### src/rtl/decoder_code_sequencer_if.sv
// rtl/decoder_code_sequencer_if.sv - button inputs and select-code outputs of the code sequencer
interface decoder_code_sequencer_if;
  logic       btn_step;
  logic       btn_mode;
  logic       dir;
  logic [1:0] code_out;
  logic       auto_active;
  logic       step_pulse;

  modport master (
    output btn_step,
    output btn_mode,
    output dir,
    input  code_out,
    input  auto_active,
    input  step_pulse
  );

  modport slave (
    input  btn_step,
    input  btn_mode,
    input  dir,
    output code_out,
    output auto_active,
    output step_pulse
  );
endinterface

### src/rtl/decoder_code_sequencer.sv
// rtl/decoder_code_sequencer.sv - debounced button to 2-bit decoder select code, manual step or auto advance
module decoder_code_sequencer #(
  parameter int DEBOUNCE_CYCLES = 1000000,
  parameter int AUTO_PERIOD     = 50000000
) (
  input logic                     clk,
  input logic                     rst,
  decoder_code_sequencer_if.slave bus
);

  localparam int DB_W = $clog2(DEBOUNCE_CYCLES + 1);
  localparam int AP_W = $clog2(AUTO_PERIOD);
  localparam logic [DB_W-1:0] DB_MAX = DB_W'(DEBOUNCE_CYCLES);
  localparam logic [AP_W-1:0] AP_MAX = AP_W'(AUTO_PERIOD - 1);

  localparam logic [0:0] ST_MANUAL = 1'b0;
  localparam logic [0:0] ST_AUTO   = 1'b1;

  // Bit 0 = step button, bit 1 = mode button throughout the input path.
  logic [1:0]      raw;
  logic [1:0]      sync1;
  logic [1:0]      sync2;
  logic [1:0]      fill;
  logic [1:0]      deb;
  logic [1:0]      deb_d;
  logic [1:0]      armed;
  logic [1:0]      press;
  logic [DB_W-1:0] db_cnt [2];

  logic [0:0]      state;
  logic [AP_W-1:0] presc;
  logic [1:0]      code_q;
  logic [1:0]      code_next;
  logic            step_q;
  logic            step_ev;
  logic            mode_ev;
  logic            terminal;
  logic            advance;

  assign raw = {bus.btn_mode, bus.btn_step};

  // Two-flop synchronisers; fill marks when sync2 holds a real post-reset sample.
  always_ff @(posedge clk) begin
    if (rst) begin
      sync1 <= 2'b00;
      sync2 <= 2'b00;
      fill  <= 2'b00;
    end else begin
      sync1 <= raw;
      sync2 <= sync1;
      fill  <= {fill[0], 1'b1};
    end
  end

  // Debounce: level flips only after the synchronised level has differed for DEBOUNCE_CYCLES+1 samples.
  always_ff @(posedge clk) begin
    for (int i = 0; i < 2; i++) begin
      if (rst) begin
        db_cnt[i] <= '0;
        deb[i]    <= 1'b0;
      end else if (sync2[i] != deb[i]) begin
        if (db_cnt[i] == DB_MAX) begin
          deb[i]    <= sync2[i];
          db_cnt[i] <= '0;
        end else begin
          db_cnt[i] <= db_cnt[i] + 1'b1;
        end
      end else begin
        db_cnt[i] <= '0;
      end
    end
  end

  // A button held through reset must be seen released before its presses count.
  always_ff @(posedge clk) begin
    if (rst) begin
      deb_d <= 2'b00;
      armed <= 2'b00;
    end else begin
      deb_d <= deb;
      armed <= armed | ({2{fill[1]}} & ~sync2 & ~deb);
    end
  end

  assign press   = deb & ~deb_d & armed;
  assign step_ev = press[0];
  assign mode_ev = press[1];

  assign terminal  = (state == ST_AUTO) && (presc == AP_MAX);
  assign advance   = ((state == ST_MANUAL) && step_ev) || terminal;
  assign code_next = bus.dir ? (code_q - 2'd1) : (code_q + 2'd1);

  // Code register; step_pulse marks the cycle after every code change.
  always_ff @(posedge clk) begin
    if (rst) begin
      code_q <= 2'b00;
      step_q <= 1'b0;
    end else begin
      step_q <= advance;
      if (advance) begin
        code_q <= code_next;
      end
    end
  end

  // Mode FSM and AUTO prescaler; a terminal advance still lands on the exit edge.
  always_ff @(posedge clk) begin
    if (rst) begin
      state <= ST_MANUAL;
      presc <= '0;
    end else begin
      case (state)
        ST_MANUAL: begin
          if (mode_ev) begin
            state <= ST_AUTO;
            presc <= '0;
          end
        end
        ST_AUTO: begin
          if (terminal) begin
            presc <= '0;
          end else begin
            presc <= presc + 1'b1;
          end
          if (mode_ev) begin
            state <= ST_MANUAL;
          end
        end
        default: begin
          state <= ST_MANUAL;
          presc <= '0;
        end
      endcase
    end
  end

  assign bus.code_out    = code_q;
  assign bus.auto_active = (state == ST_AUTO);
  assign bus.step_pulse  = step_q;

endmodule
### src/flat_wrapper.sv
// flat-port wrapper written by rule: the top's interface ports become plain ports
module decoder_code_sequencer_flat 
#(
  parameter int DEBOUNCE_CYCLES = 1000000,
  parameter int AUTO_PERIOD     = 50000000
)
  (clk, rst, bus_btn_step, bus_btn_mode, bus_dir, bus_code_out, bus_auto_active, bus_step_pulse);
  decoder_code_sequencer_if bus_i ();
  input logic clk;
  input logic rst;
  input wire logic [$bits(bus_i.btn_step)-1:0] bus_btn_step;
  input wire logic [$bits(bus_i.btn_mode)-1:0] bus_btn_mode;
  input wire logic [$bits(bus_i.dir)-1:0] bus_dir;
  output wire logic [$bits(bus_i.code_out)-1:0] bus_code_out;
  output wire logic [$bits(bus_i.auto_active)-1:0] bus_auto_active;
  output wire logic [$bits(bus_i.step_pulse)-1:0] bus_step_pulse;
  assign bus_i.btn_step = bus_btn_step;
  assign bus_i.btn_mode = bus_btn_mode;
  assign bus_i.dir = bus_dir;
  assign bus_code_out = bus_i.code_out;
  assign bus_auto_active = bus_i.auto_active;
  assign bus_step_pulse = bus_i.step_pulse;
  decoder_code_sequencer #(.DEBOUNCE_CYCLES(DEBOUNCE_CYCLES), .AUTO_PERIOD(AUTO_PERIOD)) u_core (.clk(clk), .rst(rst), .bus(bus_i));
endmodule
### config.mk
export PLATFORM = sky130hd
export DESIGN_NAME = decoder_code_sequencer_flat
export DESIGN_NICKNAME = d
export VERILOG_FILES = /design/src/rtl/decoder_code_sequencer_if.sv /design/src/rtl/decoder_code_sequencer.sv /design/src/flat_wrapper.sv
export SDC_FILE = /design/constraint.sdc
export NUM_CORES = 1
export LEC_CHECK = 0
export BUFFER_PORTS_ARGS = -buffer_cell sky130_fd_sc_hd__buf_2
export CORE_ASPECT_RATIO = 0.8
export CORE_UTILIZATION = 33
export DETAILED_ROUTE_END_ITERATION = 10
export SLEW_MARGIN = 0
export SYNTH_ARGS = -nofsm -noshare
export SYNTH_HDL_FRONTEND = slang
export SYNTH_SLANG_ARGS = --single-unit
export TNS_END_PERCENT = 30
### constraint.sdc
create_clock -name clk -period 2.05 [get_ports clk]
set_clock_uncertainty 0.15 [all_clocks]
set_input_delay 0.615 -clock clk [delete_from_list [all_inputs] [get_ports clk]]
set_output_delay 0.615 -clock clk [all_outputs]
set_load 0.05 [all_outputs]
==> Yosys cells after proc, flatten, opt, wreduce, memory -nomap -nowiden <==
Memories as Yosys holds them, arrays and structs flattened.
Index checks and enable logic that the tools add are counted.
{ "classes": {"addsub": 5, "n_eq_ne": 6, "mux": 38, "bitwise_logic": 15, "reduce_logical": 5} }
{ "op_table": {"columns": ["cell", "n"], "rows": [
  ["$mux 20", 6],
  ["$mux 26", 2],
  ["$pmux 26 s2", 1],
  ["$add 20x1->20 const B", 2],
  ["$eq 20x20->1 const B", 2],
  ["$mux 1", 27],
  ["$add 26x1->26 const B", 1],
  ["$eq 26x26->1 const B", 1],
  ["$and 2x2->2", 4],
  ["$not 2->2", 3],
  ["$or 1x1->1", 6],
  ["$reduce_and 2->1", 2],
  ["$add 2x1->2 const B", 1],
  ["$logic_and 1x1->1", 2],
  ["$mux 2", 1],
  ["$ne 1x1->1", 2],
  ["$ne 2x1->1 const B", 1],
  ["$or 2x2->2", 1],
  ["$pmux 1 s2", 1],
  ["$sub 2x1->2 const B", 1],
  ["$logic_or 1x1->1", 1],
  ["$not 1->1", 1]
]} }
{ "totals": {"reg_bits": 42, "ramBits": 40, "input_bits": 5, "output_inout_bits": 4, "elab_cells": 82, "n_memories": 1} }
{ "memory_table": {"columns": ["name", "depth", "width", "rd", "rd_ports_with_merged_regs", "wr", "line_no", "text"], "rows": [
  ["u_core.db_cnt", 2, 20, 2, 0, 2, "decoder_code_sequencer.sv:28", "logic [DB_W-1:0] db_cnt [2];"]
]} }

==> Longest topological paths before layout <==
Gate-level depths: netlist of the first run.
An unclocked memory read counts as a cell.
{ "logic_depth": {"depth_word": 9, "depth_mapped": 8, "depth_no_buf": 7} }

==> Worst setup path before layout of the first run <==
Ideal clock, no wire load.
{ "synth_timing": {"path_kind": "register to register", "from": "reg u_core.state, in the netlist u_core.bus.auto_active", "to": "reg u_core.presc[25]", "setup_time_ns": 0.062, "arrival_time_ns": 2.327, "required_time_ns": 1.838, "setup_slack_ns": -0.489, "stages_incl_launch_ff": 8, "path_buffers": 0, "period_less_slack_ns": 2.539, "cell_sequence": "dfxtp_1 inv_1 ha_1 inv_1 nand2_1 a211oi_2 or3b_2 nand3_1"} }
{ "synth_via": {"elab_chain_cells": 3, "word_cells_on_any_way": 5, "classes_between": "eq/ne: 1; mux: 2; bitwise: 1; reduce/logical: 1"} }
{ "synth_rtl": {"columns": ["item", "line_no", "text"], "rows": [
  ["from (decl)", "decoder_code_sequencer.sv:30", "logic [0:0] state;"],
  ["from (signal assigned)", "decoder_code_sequencer.sv:109", "state <= ST_MANUAL;"],
  ["from (signal assigned)", "decoder_code_sequencer.sv:115", "state <= ST_AUTO;"],
  ["from (signal assigned)", "decoder_code_sequencer.sv:126", "state <= ST_MANUAL;"],
  ["$logic_and 1x1->1", "decoder_code_sequencer.sv:89", "assign terminal = (state == ST_AUTO) && (presc == AP_MAX);"],
  ["$mux 26", "decoder_code_sequencer.sv:120", "if (terminal) begin"],
  ["$pmux 26 s2", "decoder_code_sequencer.sv:112", "case (state)"],
  ["to (signal assigned)", "decoder_code_sequencer.sv:123", "presc <= presc + 1'b1;"],
  ["to (decl)", "decoder_code_sequencer.sv:31", "logic [AP_W-1:0] presc;"]
]} }
Several ways; a longest one is shown, not always the timed one.
A chain may end at the register's enable or synchronous reset.

==> Worst setup path in the final report of the first run <==
{ "layout_timing": {"from": "reg u_core.presc[11]", "to": "reg u_core.presc[10]"} }
{ "layout_via": {"elab_chain_cells": 4} }
{ "layout_rtl": {"columns": ["item", "line_no"], "rows": [
  ["$eq 26x26->1", "decoder_code_sequencer.sv:89"],
  ["$logic_and 1x1->1", "decoder_code_sequencer.sv:89"],
  ["$mux 26", "decoder_code_sequencer.sv:120"],
  ["$pmux 26 s2", "decoder_code_sequencer.sv:112"]
]} }
Every way passes these cells.

==> results.md, run 1 <==
- Drt first pass iters: 5
- CP arrival: 2.27 ns
- Fillers: 1148
- Residual DRC count: 0
- Routability cong.: 0.801
- #FFs+latches synth: 82
- Initial antenna violation count: 0
- Leakage: 0.00212 uW
- Clock Tree Root: clkbuf_16
- Via count: 3621
- Crit. End Element: flip-flop
- Data required, critical path: 2.14 ns
- Ys Warns: 0
- Async SR Flop Fraction: 0%
- Final setup violation count: 23
- Clock Power Share: 45.3%
- Fin nets: 590
- Sequential power share: 50.2%
- Final hold violations: 0
- Worst hold slack: 0.286 ns
- EDFF count, synth: 40
- Initial Util: 34.2%
- Sequential element share of the synthesized area: 48.6%
- Clock-pin slew on the worst setup and hold paths: 0.07 ns
- VDD IR-drop max: 0.000502 V
- Tot GR Track Use: 15.9%
- Fmax: 0.457 GHz
- Global-route wire length before repair: 16200 um
- Vertical die dimension: 103 um
- RSZ-0062 raised after global routing: true
- Area growth, synth to finish: 34.6%
- Placed inst area: 0.00521 mm^2
- Diode count: 0
- Status: finished with violations
- CTS Hold Bufs: 0
- Syn Inst Count: 443
- Critical path, cell by cell: or4b_4, nor4_4, buf_4, a211oi_4, and3_1, a221o_1
- Failing checks: negative setup slack
- CP max stage delay: 0.54 ns
- Post-synth top flop: dfxtp_1
- Pwr Density: 630 mW/mm^2
- Synth top area share: 28.6%
- Final core utilization: 46.0%
- DR vias/cell: 4.80
- DP HPWL: 6960 um
- Die Wd: 128 um
- Iteration-0 DRC Markers: 235
- Worst Hold Class: reg2reg
- Row count: 36
- Htree depth: 3
- Core ar.: 0.0123 mm^2
- Synth top area cells: edfxtp_1 (29%), dfxtp_1 (20%), nor2_1 (6.1%), xnor2_1 (4.4%), nand3_1 (4.3%)
- Number of max-cap violations: 0
- Sw Share: 23.2%
- Setup TNS: -1.34 ns
- Max Buffers Root-to-Sink: 2
- Port Buffer Count: 8
- TritonCTS Sinks: 82
- CTS Buf Count: 9
- Setup slack after layout: -0.138 ns
- Wire per inst: 12.6 um
- Final instance area: 0.00566 mm^2
- Final Critical Period: 2.19 ns
- Post-route ant nets: 0
- P_sw: 828 uW
- Synth area leader: edfxtp_1
- Largest net degree at the start of global routing: 21
- Vias in the first global route: 3578
- Slew Limit Fails: 0
- Slowest cell on crit path: or4b_4
- CP startpoint kind: flip-flop
- IO Pins: 9
- TritonCTS clock tree: built
- Int Pwr: 2730 uW
- Grt total ovfl: 0
- Full die area: 0.0132 mm^2
- Gate power share: 4.4%
- Mapped Avg Cell Area: 9.48 um^2
- Period utilization: 107%
- Fraction of final layout cells with drive strength greater than 1: 25.5%
- Distinct cells, synth: 54
- Mapped Area: 0.00420 mm^2
- Worst setup path category: reg2reg
- Worst-skew pair later-pin latency: 0.35 ns
- Total wire length: 9530 um
- Crit Path Max Fanout: 8
-- power by group through the flow --
stage,Sequential [uW],Clock (uW),Combinational [uW]
global route,1790,1710,181
global placement,1820,0,151
floorplan,1820,0,83.1
CTS,1790,1660,155
finish,1790,1610,158
detailed placement,1820,0,152
-- flip-flops by register name, indices dropped and copies added, names as in the netlist --
name,cells
u_core.fill,2
u_core.armed,2
u_core.sync1,2
u_core.bus.code_out,2
u_core.db_cnt,40
u_core.deb,2
u_core.bus.step_pulse,1
u_core.deb_d,2
u_core.presc,26
u_core.bus.auto_active,1
u_core.sync2,2
-- worst max-delay path, delay by kind of cell (launching register included) --
kind                   cells  cell delay (ns)
flip-flops                 1             0.32
buffers and inverters      1             0.19
AND/OR/NAND/NOR            3             1.06
AO/OA/AOI/OAI              2             0.36
-- layout make-up --
| type | count | area (um^2) | share of cell area [%] |
|---|---|---|---|
| well taps | 171 | 214 | 3.78 |
| flip-flops and latches | 82 | 2050 | 36.2 |
| clock buffers | 10 | 250 | 4.42 |
| repair buffers | 99 | 747 | 13.2 |
| inverters | 17 | 63.8 | 1.13 |
| multi-input cells | 370 | 2280 | 40.4 |
| clock inverters | 6 | 48.8 | 0.863 |
-- placed cells by master (no fill, tap or decap), drive strengths merged, types with 4 or more instances in the layout --
master,instances
nor3,13
or3,4
clkbuf,10
dfxtp,42
clkinv,4
edfxtp,40
o211ai,5
o21ai,8
ha,6
a21oi,17
inv,18
nand4,15
nor2,68
xor2,19
xnor2,21
nor4,12
nor2b,10
a31oi,9
nand3,38
buf,99
nand2,37
conb,40
and3,9
-- metrics by stage --
step	power (uW)	cells	setup WS (ns)
2_1_floorplan	1910	482	-0.161
3_3_place_gp	1970	736	-0.0742
3_5_place_dp	1980	736	-0.128
4_1_cts	3600	753	-0.129
5_1_grt	3690	755	-0.181
6_report	3560	755	-0.138
-- logic make-up (layout without fill, tap and decap cells) --
logic type,Yosys count,after routing,synth area share [%]
AOI/OAI and AO/OA,54,54,8.58
muxes,3,3,0.745
and+or+nand+nor,227,227,28.6
xor gates and xnor gates,40,40,8.34
other,1,40,0.0893
DFF,82,82,48.6
adders and majority gates,6,6,1.79
buffers and inverters,30,132,3.28
-- cell usage after synthesis, types with 2 or more instances --
cell,instances
a31oi_1,9
xor2_1,19
mux2i_1,2
nand2_1,37
o22ai_1,3
dfxtp_1,42
o211ai_1,5
nand4_1,15
and3_1,9
buf_6,3
or3_1,4
edfxtp_1,40
nor3_1,13
buf_2,2
and4_1,3
o31ai_1,2
or3b_2,2
nor2b_1,10
xnor2_1,21
nor4_4,2
ha_1,6
or4b_4,2
nor4b_1,3
a221o_1,3
or4_1,2
nand3_1,36
clkbuf_1,7
o21ai_0,6
nand3b_1,3
nor2_1,68
inv_1,17
nor4_1,9
o21ai_1,2
a21oi_1,16
-- final timing paths --
check	from	end	slack [ns]	depth (start not counted)
setup reg to reg	u_core.presc[11]	u_core.presc[10]	-0.14	6
hold / removal	u_core.fill[0]	u_core.fill[1]	0.29	1
setup / recovery	u_core.presc[11]	u_core.presc[10]	-0.14	6
hold reg to reg	u_core.fill[0]	u_core.fill[1]	0.29	1
-- metal layers --
| layer | vias up | share of wire, % | global-route usage [%] | wire length, um |
|---|---|---|---|---|
| met5 | - | 0 | 0 | 0 |
| met1 | 1718 | 47 | 18.9 | 4430 |
| met2 | 63 | 48 | 27.2 | 4570 |
| li1 | 1829 | - | - | - |
| met3 | 11 | 4.1 | 4.83 | 395 |
| met4 | 0 | 1.3 | 5.97 | 127 |
-- timing repair --
item | 4_1_cts | 5_1_grt
pin swaps | 11 | 13
setup endpoints to repair | 43 | 67
buffers inserted | 1 | 2
gates resized for setup | 14 | 14
No activity file was read; power rests on OpenSTA's default activity.
==> run 2: changes to the inputs <==
BUFFER_PORTS_ARGS = -buffer_cell sky130_fd_sc_hd__buf_4   (was -buffer_cell sky130_fd_sc_hd__buf_2)
==> run 2 against run 1 <==
  * The flow still finishes with violations (negative setup slack)
  * Via count down 0.64%
  * Clock-buffer cell count unchanged
  * Maximum frequency up 0.90%
  * Register-to-register slack better by 0.02 ns
  * Sequential power about the same
  * Die area unchanged
  * Critical path type unchanged
  * Largest cell class unchanged
==> results.md, run 2 (same netlist as run 1, synthesis figures left out) <==
- DP HPWL: 6750 um
- Top Layer Used: met4
- Met1 wire length: 4770 um
- Global-route wire length before repair: 15900 um
- Fin nets: 593
- Fillers: 1168
- Status: finished with violations
- Diode count: 0
- Final hold violations: 0
- Worst-Margin Slew: 0.839 ns
- Slowest cell on crit path: or4b_4
- Post-route ant nets: 0
- Met3 wire len: 280 um
- CTS Buf Count: 9
- Layout Cells excl Fill: 758
- Failing checks: negative setup slack
- Fmax: 0.461 GHz
- Drt first pass iters: 4
- Vertical die dimension: 103 um
- TritonCTS Sinks: 82
- Commonest cells after routing, fill and taps aside: buf_4 (89), nor2_1 (67), edfxtp_1 (40), conb_1 (40), dfxtp_1 (36)
- Worst hold slack: 0.294 ns
- Commonest non-fill, non-tap cell in the layout: buf_4
- Total wire length: 9680 um
- Setup TNS: -1.21 ns
- Via count: 3598
- Initial Util: 34.2%
- Period utilization: 106%
- Number of max-cap violations: 0
- Core ar.: 0.0123 mm^2
- Vias in the first global route: 3452
- CP arrival: 2.25 ns
- Crit. End Element: flip-flop
- Clock-pin slew on the worst setup and hold paths: 0.07 ns
- Pwr Density: 606 mW/mm^2
- Leakage: 0.00222 uW
- Slew HR: 44.0%
- WL met2: 4530 um
- Final instance area: 0.00586 mm^2
- Worst setup path category: reg2reg
- Top flop regs: u_core.db_cnt (40), u_core.presc (26)
- Crit Path Max Fanout: 2
- Die Wd: 128 um
- Data required, critical path: 2.13 ns
- Setup slack after layout: -0.119 ns
- IO Pins: 9
- Port Buffer Count: 8
- Row count: 36
- Worst-skew pair later-pin latency: 0.34 ns
- CP max stage delay: 0.54 ns
- Area growth, synth to finish: 39.5%
- Critical path, cell by cell: or4b_4, nor4_4, buf_4, buf_6, nand2_4, a21oi_4, mux2_4
- Worst Hold Class: reg2reg
- Clock Tree Root: clkbuf_16
- VDD IR-drop max: 0.000534 V
- Fraction of final layout cells with drive strength greater than 1: 28.3%
- Residual DRC count: 0
- Initial antenna violation count: 0
- DR vias/cell: 4.75
- Largest register FFs: 40
- Max Buffers Root-to-Sink: 2
- Grt total ovfl: 0
- Largest net degree at the start of global routing: 21
- Htree depth: 3
- Final Critical Period: 2.17 ns
- Final setup violation count: 17
- Largest Register: u_core.db_cnt
- Iteration-0 DRC Markers: 152
- Placed insts: 732
- Tot GR Track Use: 15.6%
- Full die area: 0.0132 mm^2
- RSZ-0062 raised after global routing: true
- CTS Hold Bufs: 0
- Placed inst area: 0.00522 mm^2
- Total chip power: 3550 uW
- CP startpoint kind: flip-flop
- Routability cong.: 0.858
- Slew Limit Fails: 0
- Wire per inst: 12.8 um
- TritonCTS clock tree: built
run 2: cell types whose count changed in the layout (fill, tap and decap cells not counted), sizes merged:
cell,change
clkbuf,+2
clkinv,-3
buf,+1
inv,+3
run 2: cell type report:
class | count | area, um^2 | area share, %
multi-input cells | 370 | 2370 | 40.4
flip-flops and latches | 82 | 2050 | 35.0
repair buffers | 102 | 868 | 14.8
clock buffers | 10 | 250 | 4.27
well taps | 171 | 214 | 3.65
inverters | 17 | 63.8 | 1.09
clock inverters | 6 | 45.0 | 0.769
run 2: repair_timing:
action                                  in CTS  in global routing
resized for setup                           25                 31
cloned                                       0                  2
endpoints found under the setup margin      42                 67
pin swaps                                   14                 21
buffers inserted                             4                  4
run 2: per-stage QoR:
step | utilization (%) | setup WS, ns
2_1_floorplan | - | -0.161
3_3_place_gp | 42.5 | -0.144
3_5_place_dp | 42.5 | -0.216
4_1_cts | 45.9 | -0.157
5_1_grt | 47.6 | -0.220
6_report | 47.6 | -0.119
run 2: worst max-delay path, delay by kind of cell, from the launching register on:
kind,cells,cell delay [ns]
flip-flops,1,0.32
AO/OA/AOI/OAI,1,0.12
buffers and inverters,2,0.27
AND/OR/NAND/NOR,3,0.89
multiplexers,1,0.30
run 2: where the power goes:
part	total (uW)	internal (uW)	switching, uW
registers	1790	1760	32.6
clock network	1590	906	689
logic	164	76.2	87.9
total	3550	2740	809
run 2: path summary, 6_finish.rpt:
kind | from | slack [ns] | cells after the start | to
setup reg to reg | u_core.presc[7] | -0.12 | 7 | u_core.bus.code_out[1]
setup / recovery | u_core.presc[7] | -0.12 | 7 | u_core.bus.code_out[1]
hold / removal | u_core.sync1[1] | 0.29 | 1 | u_core.sync2[1]
hold reg to reg | u_core.sync1[1] | 0.29 | 1 | u_core.sync2[1]
run 2: layer usage:
layer / vias to the layer above / track usage [%]
li1: 1835 / -
met1: 1703 / 19.6
met2: 52 / 25.5
met3: 8 / 4.31
met4: 0 / 6.52
met5: - / 0
